**src/rtl/mem_wb_stage.sv**
```systemverilog
// mem_wb_stage
//   Memory-access stage plus MEM/WB pipeline register for the 5-stage MIPS
//   pipeline. It issues the data-cache request for the instruction held in
//   EX/MEM and holds that request until dhit. It stalls the upstream stages
//   while the access is outstanding. A small IDLE/BUSY/DONE FSM makes sure
//   each instruction touches the cache exactly once. On each advance the
//   stage latches the write-back value, the destination register and halt.
//
// Ports
//   CLK, RST              clock, asynchronous active-high reset
//   pipe_en               global advance enable from the hazard unit
//   flush                 turn the instruction entering WB into a bubble
//   valid_in .. halt_in   EX/MEM latch contents (control, data, destination)
//   dhit, dmemload        data-cache completion and load data
//   dmemREN/WEN/addr/store data-cache request
//   mem_stall             freeze IF..EX/MEM while the access is outstanding
//   wb_RegWr/wsel/wdat    registered write-back port
//   wb_valid              WB holds a real instruction
//   halt_out              sticky halt, cleared only by reset
module mem_wb_stage #(
  parameter int WORD_W = 32,
  parameter int REG_W  = 5
) (
  input  logic              CLK,
  input  logic              RST,
  input  logic              pipe_en,
  input  logic              flush,
  input  logic              valid_in,
  input  logic              dREN_in,
  input  logic              dWEN_in,
  input  logic [WORD_W-1:0] alu_in,
  input  logic [WORD_W-1:0] rdat2_in,
  input  logic              RegWr_in,
  input  logic              MemtoReg_in,
  input  logic              jal_in,
  input  logic              lui_in,
  input  logic [15:0]       imm_in,
  input  logic [WORD_W-1:0] pcplusfour_in,
  input  logic [REG_W-1:0]  wsel_in,
  input  logic              halt_in,
  input  logic              dhit,
  input  logic [WORD_W-1:0] dmemload,
  output logic              dmemREN,
  output logic              dmemWEN,
  output logic [WORD_W-1:0] dmemaddr,
  output logic [WORD_W-1:0] dmemstore,
  output logic              mem_stall,
  output logic              wb_RegWr,
  output logic [REG_W-1:0]  wb_wsel,
  output logic [WORD_W-1:0] wb_wdat,
  output logic              wb_valid,
  output logic              halt_out
);

  typedef enum logic [1:0] {
    IDLE = 2'd0,
    BUSY = 2'd1,
    DONE = 2'd2
  } state_t;

  state_t              state_q, state_d;
  logic [WORD_W-1:0]   ldBuf_q, ldBuf_d;
  logic                wbValid_q, wbValid_d;
  logic                wbRegWr_q, wbRegWr_d;
  logic [REG_W-1:0]    wbWsel_q, wbWsel_d;
  logic [WORD_W-1:0]   wbWdat_q, wbWdat_d;
  logic                halt_q, halt_d;

  logic                memOp;
  logic                reqActive;
  logic                adv;
  logic [WORD_W-1:0]   ldSrc;
  logic [WORD_W-1:0]   luiVal;

  // Once halted, the stage issues no more requests. In DONE the access
  // has already happened, so the request must not be reissued. The RST
  // term keeps the request and stall low for the whole reset pulse.
  always_comb begin
    memOp     = valid_in & (dREN_in | dWEN_in) & ~halt_q;
    reqActive = memOp & (state_q != DONE) & ~RST;
    dmemREN   = reqActive & dREN_in;
    dmemWEN   = reqActive & dWEN_in & ~dREN_in;
    dmemaddr  = alu_in;
    dmemstore = rdat2_in;
    mem_stall = reqActive & ~dhit;
    adv       = pipe_en & ~mem_stall;
    ldSrc     = (state_q == DONE) ? ldBuf_q : dmemload;
    luiVal    = WORD_W'({imm_in, 16'h0000});
  end

  // The FSM enters DONE only when the access finishes while the pipe is
  // frozen. It latches the load data then, because the cache may drive
  // dmemload with something else on later cycles.
  always_comb begin
    state_d = state_q;
    ldBuf_d = ldBuf_q;
    case (state_q)
      IDLE: begin
        if (memOp && !dhit) begin
          state_d = BUSY;
        end else if (memOp && dhit && !pipe_en) begin
          state_d = DONE;
          ldBuf_d = dmemload;
        end
      end
      BUSY: begin
        if (dhit) begin
          if (pipe_en) begin
            state_d = IDLE;
          end else begin
            state_d = DONE;
            ldBuf_d = dmemload;
          end
        end
      end
      DONE: begin
        if (pipe_en) state_d = IDLE;
      end
      default: state_d = IDLE;
    endcase
  end

  // MEM/WB register update. The write-back mux priority is
  // load > jal > lui > ALU.
  always_comb begin
    wbValid_d = wbValid_q;
    wbRegWr_d = wbRegWr_q;
    wbWsel_d  = wbWsel_q;
    wbWdat_d  = wbWdat_q;
    halt_d    = halt_q;
    if (adv) begin
      wbValid_d = valid_in & ~flush;
      wbRegWr_d = RegWr_in & valid_in & ~flush;
      wbWsel_d  = wsel_in;
      if (MemtoReg_in)  wbWdat_d = ldSrc;
      else if (jal_in)  wbWdat_d = pcplusfour_in;
      else if (lui_in)  wbWdat_d = luiVal;
      else              wbWdat_d = alu_in;
      if (halt_in && valid_in && !flush) halt_d = 1'b1;
    end
  end

  always_ff @(posedge CLK or posedge RST) begin
    if (RST) begin
      state_q   <= IDLE;
      ldBuf_q   <= '0;
      wbValid_q <= 1'b0;
      wbRegWr_q <= 1'b0;
      wbWsel_q  <= '0;
      wbWdat_q  <= '0;
      halt_q    <= 1'b0;
    end else begin
      state_q   <= state_d;
      ldBuf_q   <= ldBuf_d;
      wbValid_q <= wbValid_d;
      wbRegWr_q <= wbRegWr_d;
      wbWsel_q  <= wbWsel_d;
      wbWdat_q  <= wbWdat_d;
      halt_q    <= halt_d;
    end
  end

  assign wb_valid = wbValid_q;
  assign wb_RegWr = wbRegWr_q;
  assign wb_wsel  = wbWsel_q;
  assign wb_wdat  = wbWdat_q;
  assign halt_out = halt_q;

endmodule

```
**config.mk**
```make
export PLATFORM = sky130hd
export DESIGN_NAME = mem_wb_stage
export DESIGN_NICKNAME = d
export VERILOG_FILES = /design/src/rtl/mem_wb_stage.sv
export SDC_FILE = /design/constraint.sdc
export NUM_CORES = 1
export LEC_CHECK = 0
export CAP_MARGIN = 20
export CORE_MARGIN = 2
export CORE_UTILIZATION = 38
export CTS_CLUSTER_DIAMETER = 200
export DETAILED_ROUTE_END_ITERATION = 8
export PLACE_DENSITY = 0.85
export SYNTH_ARGS = -nofsm -noshare
export SYNTH_HDL_FRONTEND = slang
export SYNTH_SLANG_ARGS = --single-unit
```
**constraint.sdc**
```tcl
create_clock -name CLK -period 3.1 [get_ports CLK]
set_input_delay 0.465 -clock CLK [delete_from_list [all_inputs] [get_ports CLK]]
set_output_delay 0.465 -clock CLK [all_outputs]
set_load 0.01 [all_outputs]
```
==> reports/metrics.csv <==
stage,metric,value,unit
logic_synthesis,Syn Inst Count,425,
logic_synthesis,"EDFF count, synth",0,
logic_synthesis,#FFs+latches synth,74,
cts,Clock Tree Buf Depth,2,
global_route,total grt overflow,0,
worst_setup_path,CP Data Required Time,2.63,ns
floorplan,initial core utilization,0.387,
route,WL final,12800,um
global_route,pin count of the biggest net entering global routing,74,
placed_design,GP Congestion,0.892,
pwr,Pwr Density,552,nW/um^2
timing,Max Slew Vio Count,0,
cts,post-CTS setup buffer count,0,
timing,Worst slew margin,0.338,
cts,clock tree sinks,74,
logic_synthesis,synth warn,0,
timing,f_max,363,MHz
logic_synthesis,Synth Area in Compound Gates,0.157,
worst_setup_path,crit end category,primary output,
timing,Final WS setup,0.348,ns
global_route,global-route wire length before repair,20300,um
worst_setup_path,Worst Path Max Fanout,4,
floorplan,FP Rows,39,
global_route,vias in the first global route,3959,
cts,"CTS clk-pin slew, worst paths",0.06,ns
cts,TritonCTS clock tree,built,
floorplan,# IOs,269,
worst_setup_path,WP data arrival,2.29,ns
logic_synthesis,Adder-Cell Fraction of Synth Area,0,
placed_design,Place WS,0.302,ns
route,routed length per instance,18.2,um
logic_synthesis,"Cell Area, Synth",4410,sq um
cts,Clock Latency Late Sink,0.33,ns
cells_and_area,share of post-route cells with drive strength above 1,0.156,
logic_synthesis,mux cell area share after synthesis,0.174,
logic_synthesis,syn nets,587,
cts,root cell of the clock tree,clkbuf_16,
timing,Tightest Pin Transition,0.993,ns
placed_design,Post-DP HPWL,9500,um
timing,Max Clock Skew,0.00855,ns
logic_synthesis,largest family of logic cells by synthesized area,multiplexers,
logic_synthesis,synth unique cells,32,
worst_setup_path,critical path startpoint category,input pin,
floorplan,Die Y-Extent,112,um
timing,unrepaired setup endpoints after global routing,false,
floorplan,core area,11400,sq um
global_route,Global Route Usage Sum,0.200,
logic_synthesis,Syn Area/Cell,10.4,sq um
cells_and_area,"Core Util, Final",0.569,
logic_synthesis,post-synthesis sequential area ratio,0.420,
cts,H-tree lvl count,3,
placed_design,I/O Buffers,204,
route,Via Count,3742,
route,residual DRC count,0,
cells_and_area,Area Growth Syn to Fin,46.7,%
placed_design,DP Area,6090,sq um
status,status,finished clean,
cts,hold buffer count at cts,0,
timing,post-route clock period utilization,0.888,
route,post-detailed-route count of antenna-violating nets,0,
worst_hold_path,HP Class,flop to flop,
cells_and_area,Final #Nets,716,
cells_and_area,Post-Layout Inst Area,6460,sq um
timing,Sum Neg Setup Slack,0,ns
route,Iter 0 DRT Violations,180,
global_route,initial antenna violation count,0,
pwr,Power Total,3570,uW
logic_synthesis,Simple-Gate Fraction of Synth Area,0.107,
cells_and_area,n_diodes,0,
floorplan,full die area,12500,sq um
timing,Final setup viols,0,
pwr,Worst VDD drop,323,uV
floorplan,Die Wd,112,um
logic_synthesis,Synth Area in XOR/XNOR,0,
logic_synthesis,"FFs w/ async S/R, synth",1.00,
timing,final hold vios,0,
logic_synthesis,ys flop type,dfrtp_1,
route,DR vias/cell,5.33,
pwr,Lkg Pwr,0.00271,uW
route,drt first pass iters,6,
cts,PostCTS Resize Cnt,0,
worst_setup_path,Crit Path Class,input pin to primary output,
job,maxcap violations,0,
cts,Num CTS Buffers,9,
timing,Period minus WS final,2.75,ns
==> cells by family (layout without fill, tap and decap cells) <==
family	count (synthesis)	in the layout
buffers and inverters	97	231
muxes	70	70
AOI/OAI and AO/OA	85	85
and+or+nand+nor	99	99
DFF	74	74
==> sequential cells by signal (all words and copies together) (netlist names) <==
name,flops
ldBuf_q,32
wb_wdat,32
wb_wsel,5
state_q,2
halt_out,1
wb_RegWr,1
wb_valid,1
==> path summary, 6_finish.rpt <==
| path | start | end | slack (ns) | depth (start not counted) |
|---|---|---|---|---|
| setup / recovery | valid_in | dmemWEN | 0.35 | 5 |
| hold / removal | wb_RegWr | wb_RegWr | 0.47 | 2 |
| setup reg to reg | halt_out | ldBuf_q[14] | 0.99 | 5 |
| hold reg to reg | wb_RegWr | wb_RegWr | 0.47 | 2 |
| max in group asynchronous | RST | ldBuf_q[17] | 2.10 | 3 |
| min in group asynchronous | RST | wb_wsel[4] | 0.65 | 3 |
==> area by class of cell <==
cell class,instances,area [sq um]
fill,993,4910
timing repair buffer,214,2120
tap,143,179
clock buffer,10,229
sequential,74,1850
inverter,1,3.75
multi-input combinational,254,1940
clock inverter,6,138
==> cell usage after synthesis (all sizes together) (2+ instances only) <==
cell type   n  area share
buf        81        0.13
dfrtp      74        0.42
nand2      67       0.057
mux2       54        0.14
nand2b     18       0.026
a21o       16       0.027
a22o       16       0.032
a311oi     16       0.032
a31oi      16       0.023
mux2i      16       0.036
clkbuf     15       0.013
a221oi     14       0.028
a211oi      2      0.0034
nor2        2      0.0017
nor2b       2      0.0028
nor3b       2      0.0034
nor4        2      0.0028
==> placed cells by master (no fill, tap or decap), drive strengths merged <==
cell           instances
clkdlybuf4s50        202
dfrtp                 74
nand2                 67
mux2                  54
nand2b                18
a311oi                16
a21o                  16
mux2i                 16
a31oi                 16
a22o                  16
a221oi                14
buf                   12
clkbuf                10
bufinv                 4
nor2                   2
nor3b                  2
a211oi                 2
nor4                   2
nor2b                  2
inv                    2
o21ba                  1
nor4b                  1
or2                    1
o41ai                  1
and2                   1
and3b                  1
nor3                   1
o21bai                 1
o21ai                  1
or3b                   1
a21oi                  1
clkinv                 1
==> per-stage QoR <==
stage          hold WS, ns  instances
4_1_cts              0.483        701
3_5_place_dp         0.470        685
3_3_place_gp         0.460        685
2_1_floorplan        0.458        425
6_report             0.473        702
5_1_grt              0.499        702
==> worst max-delay path: stages <==
cell and delay, ns:
clkdlybuf4s50_1 0.47, nand2b_1 0.14, nor4_1 0.41, and3b_1 0.24, clkdlybuf4s50_1 0.56
==> metal layers <==
layer	routed length, um	GRT usage
met3	808	0.0463
met4	240	0.0757
met1	5070	0.239
met2	6650	0.352
met5	0	0
==> power by group <==
part	leakage [uW]	switching (uW)	internal (uW)	total (uW)
Clock	0.000177	405	873	1280
Combinational	0.00164	324	573	897
Sequential	0.000893	148	1250	1400
Total	0.00271	876	2690	3570
Note: power is estimated with default switching activity, not from simulation.
